<file path="src/rtl/rx_word_align_pkg.sv">
// Shared types and defaults for the lane word aligner.
// Latency: n/a (package only).
// Backpressure: n/a (package only).
//
// Holds the aligner FSM state encoding, the default training word / lock
// criteria, and a small helper for sizing counters.
package rx_word_align_pkg;

  typedef enum logic [2:0] {
    IDLE     = 3'd0,
    WAIT_BIT = 3'd1,
    SETTLE   = 3'd2,
    CHECK    = 3'd3,
    SLIP     = 3'd4,
    LOCKED   = 3'd5,
    FAIL     = 3'd6
  } state_t;

  localparam int         DEF_DATA_WIDTH    = 8;
  localparam logic [7:0] DEF_TRAIN_PATTERN = 8'hB8;
  localparam int         DEF_MATCH_CNT     = 16;
  localparam int         DEF_SETTLE_CYCLES = 4;
  localparam int         DEF_TIMEOUT_WIDTH = 16;

  // Bits needed to hold the value max_val (never less than 1).
  function automatic int cnt_width(input int max_val);
    return (max_val < 2) ? 1 : $clog2(max_val + 1);
  endfunction

endpackage

</file>
<file path="src/rtl/rx_word_align_cmp.sv">
// Training-word comparator with consecutive-match counter.
// Latency: 1 cycle from rx_data to match_done / mismatch.
// Backpressure: none; evaluates every cycle while clr is low.
//
// Ports:
//   sclk, resetn      lane clock, async active-low reset
//   clr               holds counter and flags at zero (aligner not checking)
//   rx_data           deserialised word under test
//   match_done        MATCH_CNT consecutive matches have been seen
//   mismatch          the last sampled word differed from the pattern
module rx_word_align_cmp
  import rx_word_align_pkg::*;
#(
  parameter int                    DATA_WIDTH    = DEF_DATA_WIDTH,
  parameter logic [DATA_WIDTH-1:0] TRAIN_PATTERN = DEF_TRAIN_PATTERN,
  parameter int                    MATCH_CNT     = DEF_MATCH_CNT
) (
  input  logic                  sclk,
  input  logic                  resetn,
  input  logic                  clr,
  input  logic [DATA_WIDTH-1:0] rx_data,
  output logic                  match_done,
  output logic                  mismatch
);

  localparam int CW = cnt_width(MATCH_CNT);

  logic [CW-1:0] match_cnt;

  always_ff @(posedge sclk or negedge resetn) begin
    if (!resetn) begin
      match_cnt  <= '0;
      match_done <= 1'b0;
      mismatch   <= 1'b0;
    end else if (clr) begin
      match_cnt  <= '0;
      match_done <= 1'b0;
      mismatch   <= 1'b0;
    end else if (rx_data == TRAIN_PATTERN) begin
      // Counter saturates at MATCH_CNT so it can never wrap while the
      // aligner takes its extra cycle to act on match_done.
      if (match_cnt != CW'(MATCH_CNT)) begin
        match_cnt <= match_cnt + 1'b1;
      end
      match_done <= (match_cnt >= CW'(MATCH_CNT - 1));
      mismatch   <= 1'b0;
    end else begin
      match_cnt  <= '0;
      match_done <= 1'b0;
      mismatch   <= 1'b1;
    end
  end

endmodule

</file>
<file path="src/rtl/rx_word_align.sv">
// Word aligner: slips the deserialiser until the training word locks.
// Latency: RX_WORD_OUT is RX_DATA delayed 1 cycle; status outputs registered.
// Backpressure: none; RX_WORD_VALID qualifies the stream once locked.
//
// Ports:
//   SCLK, RESETN            lane clock, async active-low reset
//   PLL_LOCK                PLL locked; low forces the aligner back to IDLE
//   BIT_ALGN_DONE/_ERR      status from the bit aligner upstream
//   RX_DATA                 deserialiser word
//   WORD_ALGN_RSTRT         restart pulse, overrides everything
//   BITSLIP                 one-cycle slip request to the IOD
//   WORD_ALGN_DONE/_ERR     locked / gave up (mutually exclusive)
//   SLIP_POS                slips applied so far (final value once locked)
//   RX_WORD_OUT/_VALID      registered data and lock qualifier
//
// Build option: define WORD_ALIGN_TIMEOUT_EN to add a TIMEOUT_WIDTH-bit
// watchdog that fails the alignment if it stalls before lock.
module rx_word_align
  import rx_word_align_pkg::*;
#(
  parameter int                    DATA_WIDTH    = DEF_DATA_WIDTH,
  parameter logic [DATA_WIDTH-1:0] TRAIN_PATTERN = DEF_TRAIN_PATTERN,
  parameter int                    MATCH_CNT     = DEF_MATCH_CNT,
  parameter int                    SETTLE_CYCLES = DEF_SETTLE_CYCLES,
  parameter int                    TIMEOUT_WIDTH = DEF_TIMEOUT_WIDTH
) (
  input  logic                          SCLK,
  input  logic                          RESETN,
  input  logic                          PLL_LOCK,
  input  logic                          BIT_ALGN_DONE,
  input  logic                          BIT_ALGN_ERR,
  input  logic [DATA_WIDTH-1:0]         RX_DATA,
  input  logic                          WORD_ALGN_RSTRT,
  output logic                          BITSLIP,
  output logic                          WORD_ALGN_DONE,
  output logic                          WORD_ALGN_ERR,
  output logic [$clog2(DATA_WIDTH)-1:0] SLIP_POS,
  output logic [DATA_WIDTH-1:0]         RX_WORD_OUT,
  output logic                          RX_WORD_VALID
);

  localparam int SPW = $clog2(DATA_WIDTH);
  // One bit wider than SLIP_POS: the count must be able to reach DATA_WIDTH.
  localparam int SCW = cnt_width(DATA_WIDTH);
  localparam int STW = cnt_width(SETTLE_CYCLES);

  state_t           state;
  logic [SCW-1:0]   slip_cnt;
  logic [STW-1:0]   settle_cnt;
  logic             cmp_clr;
  logic             match_done;
  logic             mismatch;
  logic             bad_drop;
  logic             wdog_expired;

  // Losing bit alignment after it was achieved sends us back to wait for it.
  assign bad_drop = !BIT_ALGN_DONE && (state inside {SETTLE, CHECK, SLIP, LOCKED});

  // The comparator only accumulates while checking; everywhere else it is
  // held clear so stale results from before a slip never leak into CHECK.
  assign cmp_clr = (state != CHECK);

  rx_word_align_cmp #(
    .DATA_WIDTH    (DATA_WIDTH),
    .TRAIN_PATTERN (TRAIN_PATTERN),
    .MATCH_CNT     (MATCH_CNT)
  ) u_cmp (
    .sclk       (SCLK),
    .resetn     (RESETN),
    .clr        (cmp_clr),
    .rx_data    (RX_DATA),
    .match_done (match_done),
    .mismatch   (mismatch)
  );

`ifdef WORD_ALIGN_TIMEOUT_EN
  // Fires as the counter steps into all-ones.
  localparam logic [TIMEOUT_WIDTH-1:0] WDOG_LAST = ~(TIMEOUT_WIDTH'(1));

  logic [TIMEOUT_WIDTH-1:0] wdog;
  logic                     wdog_active;

  assign wdog_active  = state inside {WAIT_BIT, SETTLE, CHECK, SLIP};
  assign wdog_expired = wdog_active && (wdog == WDOG_LAST);

  // Zero in IDLE/LOCKED/FAIL, so every entry to WAIT_BIT (from IDLE or on
  // a bit-alignment drop) and every lock starts the count afresh.
  always_ff @(posedge SCLK or negedge RESETN) begin
    if (!RESETN) begin
      wdog <= '0;
    end else if (WORD_ALGN_RSTRT || !PLL_LOCK || bad_drop || !wdog_active) begin
      wdog <= '0;
    end else begin
      wdog <= wdog + 1'b1;
    end
  end
`else
  // No watchdog: the parameter is kept for a uniform interface only.
  logic unused_timeout_cfg;
  assign unused_timeout_cfg = ^TIMEOUT_WIDTH;
  assign wdog_expired       = 1'b0;
`endif

  // Alignment FSM. BITSLIP is asserted on the CHECK->SLIP edge so it is high
  // for exactly the single cycle spent in SLIP. DONE/ERR are set on entry
  // to LOCKED/FAIL and cleared on every exit path.
  always_ff @(posedge SCLK or negedge RESETN) begin
    if (!RESETN) begin
      state          <= IDLE;
      slip_cnt       <= '0;
      settle_cnt     <= '0;
      BITSLIP        <= 1'b0;
      WORD_ALGN_DONE <= 1'b0;
      WORD_ALGN_ERR  <= 1'b0;
    end else begin
      BITSLIP <= 1'b0;
      if (WORD_ALGN_RSTRT || (!PLL_LOCK && state != IDLE)) begin
        state          <= IDLE;
        slip_cnt       <= '0;
        settle_cnt     <= '0;
        WORD_ALGN_DONE <= 1'b0;
        WORD_ALGN_ERR  <= 1'b0;
      end else if (bad_drop) begin
        state          <= WAIT_BIT;
        slip_cnt       <= '0;
        settle_cnt     <= '0;
        WORD_ALGN_DONE <= 1'b0;
        WORD_ALGN_ERR  <= 1'b0;
      end else if (wdog_expired) begin
        state          <= FAIL;
        WORD_ALGN_DONE <= 1'b0;
        WORD_ALGN_ERR  <= 1'b1;
      end else begin
        case (state)
          IDLE: begin
            if (PLL_LOCK) state <= WAIT_BIT;
          end
          WAIT_BIT: begin
            if (BIT_ALGN_ERR) begin
              state         <= FAIL;
              WORD_ALGN_ERR <= 1'b1;
            end else if (BIT_ALGN_DONE) begin
              state      <= SETTLE;
              settle_cnt <= '0;
            end
          end
          SETTLE: begin
            if (settle_cnt == STW'(SETTLE_CYCLES - 1)) begin
              state <= CHECK;
            end else begin
              settle_cnt <= settle_cnt + 1'b1;
            end
          end
          CHECK: begin
            if (match_done) begin
              state          <= LOCKED;
              WORD_ALGN_DONE <= 1'b1;
            end else if (mismatch) begin
              state    <= SLIP;
              BITSLIP  <= 1'b1;
              slip_cnt <= slip_cnt + 1'b1;
            end
          end
          SLIP: begin
            // Every phase of the word has been tried without a lock.
            if (slip_cnt == SCW'(DATA_WIDTH)) begin
              state         <= FAIL;
              WORD_ALGN_ERR <= 1'b1;
            end else begin
              state      <= SETTLE;
              settle_cnt <= '0;
            end
          end
          LOCKED, FAIL: begin
          end
          default: state <= IDLE;
        endcase
      end
    end
  end

  assign SLIP_POS = slip_cnt[SPW-1:0];

  // Valid is the lock state one cycle late; a restart suppresses it at once
  // so every status output is clean the cycle after the pulse.
  always_ff @(posedge SCLK or negedge RESETN) begin
    if (!RESETN) begin
      RX_WORD_OUT   <= '0;
      RX_WORD_VALID <= 1'b0;
    end else begin
      RX_WORD_OUT   <= RX_DATA;
      RX_WORD_VALID <= (state == LOCKED) && !WORD_ALGN_RSTRT;
    end
  end

endmodule

</file>
<file path="config.mk">
export PLATFORM = sky130hd
export DESIGN_NAME = rx_word_align
export DESIGN_NICKNAME = d
export VERILOG_FILES = /design/src/rtl/rx_word_align_pkg.sv /design/src/rtl/rx_word_align_cmp.sv /design/src/rtl/rx_word_align.sv
export SDC_FILE = /design/constraint.sdc
export NUM_CORES = 1
export LEC_CHECK = 0
export ABC_AREA = 1
export BUFFER_PORTS_ARGS = -buffer_cell sky130_fd_sc_hd__buf_2
export CORE_MARGIN = 2
export CORE_UTILIZATION = 50
export DETAILED_ROUTE_END_ITERATION = 8
export PLACE_DENSITY = 0.73
export SYNTH_ARGS = -nofsm -noshare
export SYNTH_HDL_FRONTEND = slang
export SYNTH_SLANG_ARGS = --single-unit
</file>
<file path="constraint.sdc">
create_clock -name SCLK -period 3.1 [get_ports SCLK]
set_input_delay 0.31 -clock SCLK [delete_from_list [all_inputs] [get_ports SCLK]]
set_output_delay 0.31 -clock SCLK [all_outputs]
set_load 0.05 [all_outputs]
</file>
==> impl_summary.log <==
INFO  metric pwr-share-comb = roughly a third
INFO  metric synthCells = 179
INFO  metric drcViolationCount = 0
INFO  metric dominantRegCellSynth = sky130_fd_sc_hd__dfrtp_1
INFO  metric floorplan.die.width = 59.8 um
INFO  metric syn_area_per_cell = 8.68 um2
INFO  metric run_status = finished, final reports clean
INFO  metric switching_share_of_power = a little under 40%
INFO  metric power.leakage = 0.000934 uW
INFO  metric fill_cells = 266
INFO  metric multi_input_area = ~670 um2
INFO  metric critPathMostFrequentCell = sky130_fd_sc_hd__nand2_1
INFO  metric worstPathRequired = 3310 ps
INFO  metric hold_path.class = in2reg
INFO  metric post_synth_most_frequent_cells = sky130_fd_sc_hd__nand2_1, sky130_fd_sc_hd__dfrtp_1, sky130_fd_sc_hd__inv_1
INFO  metric synth.lib_cells_used.distinct = 29
INFO  metric initial_core_util = 51.7%
INFO  metric clock_latency = 330 ps
INFO  metric fmaxAchievable = 677 MHz
INFO  metric post_synthesis_instance_area = 1550 um2
INFO  metric critical_path.slowest_cell = sky130_fd_sc_hd__dfrtp_1
INFO  metric number_of_global_route_vias_before_repair = 1229
INFO  metric internal = just under 700 uW
INFO  metric layout.nets = roughly 230
INFO  metric floorplan.core_area = 3000 um2
INFO  metric die-height = 59.8 um
INFO  metric post-cts-setup-buffer-count = 0
INFO  metric postSynthNetCount = 200
INFO  metric synth-warning-count = 0
INFO  metric power.share.sequential = 40.9%
INFO  metric cts_htree_levels = 2
INFO  metric firstDrtPassIters = 4
INFO  metric route.antenna.remaining_nets = 0
INFO  metric std_cell_rows = 20
INFO  metric dp_worst_setup_slack = 1640 ps
INFO  metric synth_top_area_share = 46.7%
INFO  metric worstPathMaxFanout = 8
INFO  metric detailroute.via_count = 1250
INFO  metric timing.critical_path.slowest_cell_delay = 590 ps
INFO  metric critical_path_buf_inv_count = 1
INFO  metric period_share = 47.7%
INFO  metric grt_max_degree = 30
INFO  metric dieArea = 3570 um2
INFO  metric area_delta_synth_final = 14.1%
INFO  metric wl_per_cell = 11.5 um
INFO  metric setup-tns-final = 0 ps
INFO  metric buffer_ports.inserted = 28
INFO  metric wirelength = 2.79 mm
INFO  metric power_density = around 630 nW/um2
INFO  metric clkSlewWorstSetupHoldPaths = 100 ps
INFO  metric cts_tree = built
INFO  metric setup.worst_path.start_class = flip-flop
INFO  metric max-cap-violations = 0
INFO  metric global_route.usage.total = 19.2%
INFO  metric synth.most_common_cell = sky130_fd_sc_hd__nand2_1
INFO  metric clkSinkCount = 29
INFO  metric dominant_delay_contributor_by_cell_family_on_the_critical_path = flip-flops
INFO  metric synth.yosys.seq_area_share = ~47%
INFO  metric postLayoutSetupSlackWorst = 1620 ps
INFO  metric yosys_register_bits = 29
INFO  metric timing.hold.ws = 94.0 ps
INFO  metric worst-r2r-setup-slack = 1620 ps
INFO  metric dpl_cell_area = 1690 um2
INFO  metric min_delay_path_depth = 1
INFO  metric worstPathArrival = ~1700 ps
INFO  metric clockBufferDepth = 2
INFO  metric synth_enable_flop_cells = 0
INFO  metric netlist_top_cells_area = sky130_fd_sc_hd__dfrtp_1, sky130_fd_sc_hd__nand2_1, sky130_fd_sc_hd__inv_1, sky130_fd_sc_hd__ha_1, sky130_fd_sc_hd__nand3_1
INFO  metric crit_chain = clkinv_2, nand2_1, a21oi_4, nor2_8, nand2_1, nand2_1, nand2_1
INFO  metric detailed_place_hpwl = approximately 2.2 mm
INFO  metric design_power_total = 1110 uW
INFO  metric crit_path_end_kind = flip-flop
INFO  metric reg2reg_depth = 7
INFO  metric clock-root-buffer = sky130_fd_sc_hd__clkbuf_4
INFO  metric worstSetupPathType = reg2reg
INFO  metric synth.largest_area_cell = sky130_fd_sc_hd__dfrtp_1
INFO  metric power.ir.vdd_worst = 0.287 mV
INFO  metric dr.first_iter.drc_count = 72
INFO  metric floorplan.io_pins = 29
INFO  metric grt_setup_unrepaired = false
INFO  metric drive_above_1_share = 26.2%
INFO  metric global_route.overflow_total = 0
INFO  metric first_pass_grt_wire_length = 5.00 mm
INFO  metric final_max_slew_viol_count = 0
INFO  metric gpl.final_weighted_congestion = ~1.0
INFO  metric postLayoutCellArea = between 1500 and 2000 um2
INFO  metric power_switching = 428 uW
INFO  metric relative_slew_slack = 58.4%
INFO  metric finalCriticalPeriod = 1480 ps
INFO  metric final-hold-violation-count = 0
INFO  metric worst_slew_pin_slew = 624 ps
INFO  metric worstSetupPathDepth = 7
INFO  metric grt_antenna_before_repair = 0
INFO  metric antennaDiodeCount = 0
INFO  metric total_clock_buffers_created_by_cts = 5
INFO  metric viasPerCell = between 5 and 6
INFO  metric finalClockSkew = approximately 14 ps
INFO  metric clockPowerShare = 25.9%
INFO  metric final-seq-area = 726 um2
INFO  metric setup_violations = 0
INFO  metric synthArstFlopShare = 100%
## logic make-up after synthesis
kind of cell | after synthesis | synth area share, %
and+or+nand+nor | 96 | 31.8
DFF | 29 | 46.7
xor gates and xnor gates | 2 | 1.13
adders and majority gates | 7 | 5.64
buffers and inverters | 34 | 9.98
AOI/OAI and AO/OA | 11 | 4.75
## power groups by stage
stage | clock network, uW | logic, uW | registers (uW)
6_report | 289 | 369 | 456
5_1_grt | 314 | 412 | 462
4_1_cts | 300 | 369 | 455
3_5_place_dp | 0 | 367 | 463
3_3_place_gp | 0 | 361 | 460
2_1_floorplan | 0 | 319 | 458
## per-layer routing
metal  up-vias  global-route usage (%)  part of all wire [%]
met3         6                    6.71                   4.4
met4         0                    10.8                   2.7
met1       590                    21.2                    41
met2        28                    32.0                    52
met5         -                       0                     0
li1        626                       -                     -
## registers in the layout, indices dropped and copies added, names as in the netlist
signal / cells
WORD_ALGN_DONE: 1
RX_WORD_OUT: 8
state: 3
WORD_ALGN_ERR: 1
u_cmp.match_cnt: 5
BITSLIP: 1
RX_WORD_VALID: 1
u_cmp.mismatch: 1
u_cmp.match_done: 1
settle_cnt: 3
slip_cnt: 4
## worst paths after layout
check	startpoint	end
max	state[1]	state[2]
min	RX_DATA[3]	RX_WORD_OUT[3]
max reg2reg	state[1]	state[2]
min reg2reg	settle_cnt[2]	settle_cnt[2]
max in group asynchronous	RESETN	slip_cnt[2]
min in group asynchronous	RESETN	RX_WORD_VALID
## cell type report
type / instances / share of cell area, %
clock buffers: 5 / 2.12
clock inverters: 2 / 1.98
inverters: 29 / 6.21
multi-input cells: 116 / 38.0
flip-flops and latches: 29 / 40.9
well taps: 33 / 2.33
repair buffers: 29 / 8.47
## timing repair
item	CTS	global route
hold buffers	1	0
hold endpoints to repair	9	0
gates resized for setup	0	0
## through the flow
step	utilization, %	cells
floorplan	-	179
global placement	56.3	235
detailed placement	56.3	235
CTS	59.0	243
global route	59.0	243
finish	59.0	243
## worst reg2reg max path, cell delays in order, from the launching register on
cell	delay (ps)
sky130_fd_sc_hd__dfrtp_1	590
sky130_fd_sc_hd__clkinv_2	160
sky130_fd_sc_hd__nand2_1	130
sky130_fd_sc_hd__a21oi_4	100
sky130_fd_sc_hd__nor2_8	170
sky130_fd_sc_hd__nand2_1	110
sky130_fd_sc_hd__nand2_1	70
sky130_fd_sc_hd__nand2_1	40
## layout by cell type (no fill, tap or decap), drive strengths merged
cell type / netlist / final
dlygate4sd3: 0 / 1
clkinv: 1 / 2
dfrtp: 29 / 29
clkbuf: 0 / 5
nand3: 17 / 17
nor4: 1 / 1
nor2: 22 / 22
nand4: 4 / 4
bufinv: 0 / 1
o21a: 1 / 1
nor3b: 2 / 2
buf: 5 / 28
inv: 28 / 28
ha: 7 / 7
o22ai: 1 / 1
xor2: 2 / 2
a21oi: 5 / 5
nor3: 8 / 8
nand2: 42 / 42
o21ai: 4 / 4
Power figures use the tool's default switching activity.
